## src/rtl/counter_pkg.sv

```systemverilog
// Shared types and constants for the lab counter blocks (up-counter and countdown timer).
package counter_pkg;

    typedef enum logic {
        IDLE = 1'b0,
        RUN  = 1'b1
    } timer_state_t;

    localparam logic TIMER_ONESHOT = 1'b0;
    localparam logic TIMER_RELOAD  = 1'b1;

endpackage

```

## src/rtl/tick_prescaler.sv

```systemverilog
// Prescale counter: emits a one-cycle tick every (presc+1) enabled cycles.
module tick_prescaler #(
    parameter int PW = 4
) (
    input  logic          clk,
    input  logic          rst,
    input  logic          clr,
    input  logic          en,
    input  logic [PW-1:0] presc,
    output logic          tick
);

    logic [PW-1:0] phase;

    // The tick is combinational so the count update lands on the same edge as the wrap.
    assign tick = en && (phase == presc);

    always_ff @(posedge clk) begin
        if (!rst) begin
            phase <= '0;
        end else if (clr) begin
            phase <= '0;
        end else if (en) begin
            if (tick) begin
                phase <= '0;
            end else begin
                phase <= phase + 1'b1;
            end
        end
    end

endmodule

```

## src/rtl/countdown_timer.sv

```systemverilog
// Loadable down-counter with prescaled ticks, one-shot or auto-reload, and a one-cycle done pulse.
module countdown_timer
    import counter_pkg::*;
#(
    parameter int WIDTH = 8,
    parameter int PW    = 4
) (
    input  logic             clk,
    input  logic             rst,
    input  logic             en,
    input  logic             load,
    input  logic [WIDTH-1:0] value,
    input  logic [PW-1:0]    presc,
    input  logic             mode,
    output logic [WIDTH-1:0] count,
    output logic             busy,
    output logic             done
);

    timer_state_t     state, state_next;
    logic [WIDTH-1:0] count_next;
    logic [WIDTH-1:0] reload_r, reload_next;
    logic [PW-1:0]    presc_r, presc_next;
    logic             mode_r, mode_next;
    logic             done_next;
    logic             presc_en;
    logic             tick;

    // A load restarts the prescale phase, so the prescaler never advances on a load cycle.
    assign presc_en = en && (state == RUN) && !load;

    tick_prescaler #(
        .PW(PW)
    ) u_prescaler (
        .clk  (clk),
        .rst  (rst),
        .clr  (load),
        .en   (presc_en),
        .presc(presc_r),
        .tick (tick)
    );

    assign busy = (state == RUN);

    always_comb begin
        state_next  = state;
        count_next  = count;
        reload_next = reload_r;
        presc_next  = presc_r;
        mode_next   = mode_r;
        done_next   = 1'b0;

        if (load) begin
            reload_next = value;
            count_next  = value;
            presc_next  = presc;
            mode_next   = mode;
            state_next  = (value != '0) ? RUN : IDLE;
        end else if (state == RUN && tick) begin
            // count is at least 1 while running, so the decrement cannot underflow.
            if (count > WIDTH'(1)) begin
                count_next = count - 1'b1;
            end else if (mode_r == TIMER_RELOAD) begin
                count_next = reload_r;
                done_next  = 1'b1;
            end else begin
                count_next = '0;
                state_next = IDLE;
                done_next  = 1'b1;
            end
        end
    end

    always_ff @(posedge clk) begin
        if (!rst) begin
            state    <= IDLE;
            count    <= '0;
            reload_r <= '0;
            presc_r  <= '0;
            mode_r   <= TIMER_ONESHOT;
            done     <= 1'b0;
        end else begin
            state    <= state_next;
            count    <= count_next;
            reload_r <= reload_next;
            presc_r  <= presc_next;
            mode_r   <= mode_next;
            done     <= done_next;
        end
    end

endmodule

```

## config.mk

```make
export PLATFORM = sky130hd
export DESIGN_NAME = countdown_timer
export DESIGN_NICKNAME = d
export VERILOG_FILES = /design/src/rtl/counter_pkg.sv /design/src/rtl/tick_prescaler.sv /design/src/rtl/countdown_timer.sv
export SDC_FILE = /design/constraint.sdc
export NUM_CORES = 1
export LEC_CHECK = 0
export BUFFER_PORTS_ARGS = -buffer_cell sky130_fd_sc_hd__buf_4
export CAP_MARGIN = 20
export CORE_ASPECT_RATIO = 0.5
export CORE_MARGIN = 4
export CORE_UTILIZATION = 43
export CTS_CLUSTER_DIAMETER = 60
export CTS_CLUSTER_SIZE = 28
export DETAILED_ROUTE_END_ITERATION = 10
export GPL_TIMING_DRIVEN = 1
export PLACE_DENSITY = 0.67
export SLEW_MARGIN = 30
export SYNTH_ARGS = -nofsm -noshare
export SYNTH_HDL_FRONTEND = slang
export SYNTH_SLANG_ARGS = --single-unit
```

## constraint.sdc

```tcl
create_clock -name clk -period 1.7 [get_ports clk]
set_input_delay 0.255 -clock clk [delete_from_list [all_inputs] [get_ports clk]]
set_output_delay 0.255 -clock clk [all_outputs]
set_load 0.005 [all_outputs]
```

# After elaboration in Yosys (flattened, before gate mapping)
# Index checks and enable logic that the tools add are counted.
[op_classes]
add_sub_neg = 2
magnitude_cmp = 1
eq_ne = 3
mux = 11
n_bitwise = 2
n_reduce_logical = 10
[ops]
columns = ["operator", "n"]
rows = [
  ["$mux W8", 4],
  ["$gt A8 B1 Y1 const B", 1],
  ["$reduce_bool A8 Y1", 1],
  ["$sub A8 B1 Y8 const B", 1],
  ["$mux W1", 6],
  ["$add A4 B1 Y4 const B", 1],
  ["$eq A4 B4 Y1", 1],
  ["$logic_and A1 B1 Y1", 4],
  ["$mux W4", 1],
  ["$ne A2 B2 Y1 const B", 2],
  ["$reduce_and A3 Y1", 1],
  ["$reduce_or A3 Y1", 1],
  ["$not A1 Y1", 2],
  ["$reduce_bool A2 Y1", 1],
  ["$reduce_or A2 Y1", 1],
  ["$logic_not A1 Y1", 1],
]
[word_totals]
regBits = 27
in_bits = 17
out_inout_bits = 10
wordCells = 36

# Logic depth before layout (Yosys ltp)
# Gate-level depths: netlist of the first run.
[depth]
ltp_word = 6
ltp_mapped = 8
mapped_depth_nobuf = 7

# Modules after synthesis
# From an unflattened synthesis of the first run, not the netlist that was laid out.
[unflattened]
hier_cells = 161
hier_area_um2 = 1486.4
[by_module_without_submodules]
columns = ["mod", "instances", "cells_per_inst", "area_per_inst_um2", "seq_area_each_um2"]
rows = [
  ["countdown_timer", 1, 137, 1236.2, 460.4],
  ["tick_prescaler", 1, 24, 250.2, 80.1],
]

# Worst setup path after synthesis of the first run
# OpenSTA, ideal clock, no wires.
[synth_path]
path_type = "register -> register"
start = "register count[4]"
end = "register count[3]"
t_arrival_ns = 1.829
setup_slack_ns = -0.199
stages_incl_launch_ff = 7
path_buffers = 1
period_less_slack_ns = 1.899
cell_sequence = "dfxtp_1 or4_4 nor4_4 buf_6 nand4b_1 a31oi_1 o2bb2ai_1"
[synth_between]
elab_chain_len = 4
[synth_lines]
columns = ["element", "line_no", "rtl"]
rows = [
  ["start: declaration", "countdown_timer.sv:15", "output logic [WIDTH-1:0] count,"],
  ["start signal: assignment", "countdown_timer.sv:84", "count <= count_next;"],
  ["$gt A8 B1 Y1", "countdown_timer.sv:61", "if (count > WIDTH'(1)) begin"],
  ["$mux W8", "countdown_timer.sv:61", ""],
  ["$mux W8", "countdown_timer.sv:59", "end else if (state == RUN && tick) begin"],
  ["$mux W8", "countdown_timer.sv:53", "if (load) begin"],
]
# No other way between the ends. The select of a mux whose other input is x is not followed.
# A chain may end at the register's enable or synchronous reset.

# Worst setup path after layout of the first run
[layout_path]
start = "register count[6]"
end = "register state, in the netlist busy"
[layout_between]
elab_chain_len = 3
[layout_lines]
columns = ["element", "line_no", "rtl"]
rows = [
  ["$gt A8 B1 Y1", "countdown_timer.sv:61", ""],
  ["$ne A2 B2 Y1 (no source line)", "n/a", ""],
  ["$reduce_and A3 Y1 (no source line)", "n/a", ""],
  ["end signal: assignment", "countdown_timer.sv:83", "state <= state_next;"],
  ["end: declaration", "countdown_timer.sv:20", "timer_state_t state, state_next;"],
]
# No other way between the ends.

==> results.json, run 1 <==
{
  "outcome": "finished with violations",
  "clock_skew_ps": 6.07,
  "arrival_ps": 2120,
  "grt-ovfl-total": 0,
  "grt_pass1_wl_um": 6080,
  "power-per-cell-area_mw_per_mm2": 762,
  "worstHoldPathType": "input port to flip-flop",
  "cts_hold_buf": 0,
  "ys_seq_area_share_pct": 37.8,
  "gr-max-usage-layer": "met2",
  "worstPathMaxFanout": 6,
  "critPathLaunchType": "flip-flop",
  "switching_power_uw": 414,
  "p_sw_share_pct": 28.0,
  "stdcell_count": 244,
  "hp-start": "value[1]",
  "ys_warn_count": 0,
  "port_buffers": 26,
  "synthArstFlopShare_pct": 0,
  "synth_area_leaders": "dfxtp_1 38%, mux2i_1 7.0%, nor2b_1 4.8%, xor2_1 3.7%, a21oi_1 3.1%",
  "drt-total-wl_um": 3740,
  "syn_nets": 178,
  "nNetsFinal": 225,
  "final-hold-violation-count": 0,
  "clk-insertion-delay-late_ps": 270,
  "synth_cell_types": 43,
  "start_util_pct": 46.2,
  "cp-end-kind": "flip-flop",
  "rows": 14,
  "p_leak_nw": 0.825,
  "hpwl_um": 2660,
  "clockRootBuffer": "clkbuf_8",
  "reg2reg_from": "count[6]$_SDFFE_PN0P_",
  "drtIter0Drc": 99,
  "grt_max_degree": 26,
  "rsz0062_at_grt": "yes",
  "crit_path_start": "count[6]$_SDFFE_PN0P_",
  "worst_slew_pin_slew_ps": 589,
  "synth_edf_count": 0,
  "cts.path.max_buffers": 2,
  "post_drt_wl_per_cell_um": 15.3,
  "gr-usage-met1_pct": 24.0,
  "synth_largest_area_cell": "dfxtp_1",
  "final_cell_mix": "46 x buf_4, 22 x dfxtp_1, 11 x nor2b_1",
  "required_ps": 1860,
  "path_cells": "or4_4, nor4_4, buf_4, buf_6, buf_6, nand4b_1, a21oi_2, nor2_1",
  "use_met3_pct": 4.89,
  "yosysTopAreaCellShare_pct": 37.8,
  "area_delta_synth_final_pct": 35.5,
  "slowest_delay_ps": 570,
  "cts_max_level": 1,
  "timing.final.ws_setup_ps": -263,
  "crit_type": "flip-flop to flip-flop",
  "antenna_found_initial": 0,
  "antennaDiodeCount": 0,
  "violations": "negative setup slack",
  "path_clk_slew_ps": 90,
  "p_total_mw": 1.48,
  "cts.sink_count": 27,
  "syn_avg_cell_area_um2": 9.06,
  "die_area_mm2": 0.00437,
  "cts_tree": "done",
  "fmax_ghz": 0.510,
  "final_util_pct": 62.6,
  "cts_inserted_buffers": 3,
  "period_minus_slack_ps": 1960,
  "post-route-period-util_pct": 115,
  "cpMaxStageDelayCell": "or4_4",
  "crit_top_cell": "buf_6",
  "die_h_um": 48.8,
  "synth_seq_cells": 27,
  "finalSetupViolations": 10,
  "die-width_um": 89.6,
  "final_common_cell": "buf_4",
  "viasPerCell": 5.61,
  "comb_power_share_pct": 28.4,
  "globalplace.congestion": 0.823,
  "netlist_area_mm2": 0.00143,
  "fin_tns_setup_ps": -2310,
  "dp.cells": 234,
  "dpl_worst_slack_ps": -180,
  "p_int_mw": 1.06,
  "nFillCells": 282,
  "use_met2_pct": 27.8,
  "ant_nets": 0,
  "drc": 0,
  "layout-drive-gt1-share_pct": 37.7,
  "via_count": 1368,
  "dr.pass1.iters": 4,
  "core_area_mm2": 0.00310,
  "slew_violations": 0,
  "grt_pass1_vias": 1293,
  "netlist_instances": 158,
  "synth_ff_type": "dfxtp_1",
  "io_pins": 27,
  "relSlewSlack_pct": 60.7,
  "ir_drop_uv": 550,
  "power.share.sequential_pct": 47.0,
  "cap_violations": 0,
  "track_usage_pct": 17.7,
  "pwr-share-clk_pct": 24.7
}
final timing paths:
path	endpoint	cells past startpoint	slack, ps
max reg2reg	busy$_SDFFE_PN0P_	8	-260
min reg2reg	reload_r[3]$_SDFFE_PN0P_	2	490
max	busy$_SDFFE_PN0P_	8	-260
min	count[1]$_SDFFE_PN0P_	3	230
state kept, by name (all words and copies together) (netlist names):
name / cells
count: 8
reload_r: 8
presc_r: 4
u_prescaler.phase: 4
busy: 1
done: 1
mode_r: 1
worst max-delay path: cells and delay by family, from the launching register on:
| kind | cells | cell delay (ps) |
|---|---|---|
| flops | 1 | 330 |
| simple gates | 4 | 990 |
| compound gates | 1 | 150 |
| buf+inv | 3 | 360 |
cell usage after synthesis (2+ instances only):
master / number
nand3_1: 3
dfxtp_1: 27
nand2_1: 7
o31ai_1: 4
xor2_1: 6
nor4_1: 3
o21ai_0: 4
mux2i_1: 10
ha_1: 3
inv_1: 3
clkbuf_1: 4
nor2_1: 10
nand2b_1: 7
nor2b_1: 11
a21boi_0: 5
or4_1: 2
a31oi_1: 4
nor3b_1: 2
buf_2: 2
a21oi_1: 9
or4_2: 3
a31o_2: 2
nand4_1: 2
nor3_1: 3
nand4b_1: 4
power by group through the flow:
stage / clock network [mW] / registers [mW] / logic [mW]
after floorplan: 0 / 0.710 / 0.198
after global placement: 0 / 0.707 / 0.350
after detailed placement: 0 / 0.709 / 0.357
after CTS: 0.384 / 0.693 / 0.379
after global routing: 0.410 / 0.698 / 0.453
final: 0.364 / 0.694 / 0.419
layout make-up:
class / instances / area [um2] / share of cell area (%)
sequential: 27 / 549 / 28.3
clock buffer: 4 / 45.0 / 2.32
tap: 40 / 50.0 / 2.58
inverter: 3 / 11.3 / 0.581
timing repair buffer: 51 / 410 / 21.2
multi-input combinational: 119 / 873 / 45.0
timing repair:
item                                    CTS  global route
resized for setup                         7            10
pin swaps                                 4             7
buffers inserted                          2             3
cloned                                    1             0
endpoints found under the setup margin    9            10
cells by family (layout without fill, tap and decap cells):
kind of cell               after synthesis  after routing  share of synthesized area (%)
muxes                                   10             10                           6.99
DFF                                     27             27                           37.8
adders and majority gates                3              3                           2.62
buffers and inverters                   12             58                           4.11
and+or+nand+nor                         64             64                           27.9
xor gates and xnor gates                 7              7                           4.28
AOI/OAI and AO/OA                       35             35                           16.3
routing by layer:
metal | vias to the layer above | share of wire, %
met1 | 653 | 47
met3 | 6 | 5.9
met2 | 37 | 46
li1 | 672 | -
met4 | 0 | 1.0
met5 | - | 0
metrics by stage:
step,hold WS [ps],instance area (um2)
2_1_floorplan,396,1460
3_3_place_gp,466,1810
3_5_place_dp,479,1810
4_1_cts,227,1890
5_1_grt,229,1940
6_report,233,1940
No activity file was read; power rests on OpenSTA's default activity.
==> run 2: changes to the inputs <==
CTS_BUF_LIST = sky130_fd_sc_hd__clkbuf_8   (was unset)
==> results.json, run 2 (same netlist as run 1, synthesis figures left out) <==
{
  "dpl_worst_slack_ps": -180,
  "clk-insertion-delay-late_ps": 280,
  "cts_inserted_buffers": 3,
  "drt-total-wl_um": 3690,
  "cp-end-kind": "flip-flop",
  "p_leak_nw": 0.828,
  "start_util_pct": 46.2,
  "p_total_mw": 1.47,
  "ant_nets": 0,
  "placed_cell_area_mm2": 0.00181,
  "reg_top3": "count x8, reload_r x8",
  "cpMaxStageDelayCell": "or4_4",
  "track_usage_pct": 17.4,
  "die_h_um": 48.8,
  "path_cells": "or4_4, nor4_4, buf_6, o211ai_1, a31oi_1, o31ai_1",
  "period_minus_slack_ps": 1870,
  "post_drt_wl_per_cell_um": 15.2,
  "slowest_delay_ps": 570,
  "core_area_mm2": 0.00310,
  "design_area_mm2": 0.00195,
  "outcome": "finished with violations",
  "power-per-cell-area_mw_per_mm2": 755,
  "rows": 14,
  "cts_hold_buf": 0,
  "arrival_ps": 2030,
  "die_area_mm2": 0.00437,
  "final_cell_mix": "46 x buf_4, 22 x dfxtp_1, 11 x nor2b_1",
  "clock_skew_ps": 7.67,
  "cts_tree": "done",
  "ir_drop_uv": 548,
  "cts.sink_count": 27,
  "fmax_ghz": 0.536,
  "dr.pass1.iters": 4,
  "final_util_pct": 62.9,
  "hpwl_um": 2660,
  "hold_slack_ps": 236,
  "stdcell_count": 243,
  "path_clk_slew_ps": 90,
  "violations": "negative setup slack",
  "antenna_found_initial": 0,
  "grt_pass1_wl_um": 6000,
  "cap_violations": 0,
  "cts_max_level": 1,
  "io_pins": 27,
  "via_count": 1341,
  "fin_tns_setup_ps": -1210,
  "nFillCells": 287,
  "globalplace.congestion": 0.823,
  "cp_num_buf_inv": 1,
  "clockRootBuffer": "clkbuf_8",
  "required_ps": 1860,
  "grt-ovfl-total": 0,
  "layout-drive-gt1-share_pct": 38.4,
  "drc": 0,
  "area_delta_synth_final_pct": 36.2,
  "nNetsFinal": 224,
  "die-width_um": 89.6,
  "finalSetupViolations": 9,
  "critPathLaunchType": "flip-flop",
  "final-hold-violation-count": 0,
  "viasPerCell": 5.52,
  "grt_pass1_vias": 1284,
  "cp_top_family": "simple AND/OR/NAND/NOR gates",
  "grt_max_degree": 26,
  "crit_type": "flip-flop to flip-flop",
  "worst_slew_pin_slew_ps": 590,
  "relSlewSlack_pct": 60.7,
  "dp.cells": 234,
  "final_common_cell": "buf_4",
  "slew_violations": 0,
  "antennaDiodeCount": 0,
  "worstPathMaxFanout": 9,
  "port_buffers": 26,
  "worstHoldPathType": "input port to flip-flop",
  "cts.path.max_buffers": 2,
  "drtIter0Drc": 99,
  "rsz0062_at_grt": "yes",
  "post-route-period-util_pct": 110,
  "timing.final.ws_setup_ps": -167
}
[run 2: cell types whose count changed in the layout (fill, tap and decap cells not counted)]
cell      before  now
or4_4          2    3
or4_2          2    1
o21ai_1        1    2
nor2_2         0    1
ha_2           2    0
inv_2          0    2
o21ai_2        1    0
clkbuf_1       1    0
nor2_1         9    8
ha_4           0    2
buf_6          4    3
inv_1          3    2
[run 2: path summary, 6_finish.rpt]
check                                start  slack [ps]  cells after the start                        to
setup / recovery     count[6]$_SDFFE_PN0P_        -170                      6     count[4]$_SDFFE_PN0P_
hold / removal                    presc[2]         240                      3   presc_r[2]$_SDFFE_PN0P_
setup reg to reg     count[6]$_SDFFE_PN0P_        -170                      6     count[4]$_SDFFE_PN0P_
hold reg to reg   reload_r[3]$_SDFFE_PN0P_         500                      2  reload_r[3]$_SDFFE_PN0P_
[run 2: power by group]
part           total [mW]  switching [mW]  internal (mW)
Combinational       0.413           0.189          0.225
Clock               0.363           0.201          0.162
Sequential          0.696          0.0286          0.667
Total                1.47           0.418           1.05
[run 2: layout make-up]
cell class | count | area (um2) | share of cell area, %
Sequential cell | 27 | 549 | 28.2
Multi-Input combinational cell | 119 | 895 | 45.9
Tap cell | 40 | 50.0 | 2.57
Inverter | 3 | 11.3 | 0.578
Clock inverter | 1 | 3.75 | 0.193
Clock buffer | 3 | 41.3 | 2.12
Timing Repair Buffer | 50 | 399 | 20.5
[run 2: tightest hold or removal path, stage by stage]
cell	delay [ps]
buf_4	70
mux2i_1	50
nor2b_1	90
[run 2: what timing repair did]
action / CTS / global route
hold endpoints to repair: 0 / 0
setup endpoints to repair: 9 / 9
gates resized for setup: 9 / 10
pin swaps: 3 / 4
buffers inserted: 3 / 2
[run 2: routing by layer]
layer	routed length, um	global-route usage, %	part of all wire [%]
met2	1720	27.7	47
met1	1770	23.5	48
met4	25	3.47	0.68
met3	172	4.89	4.7
met5	0	0	0
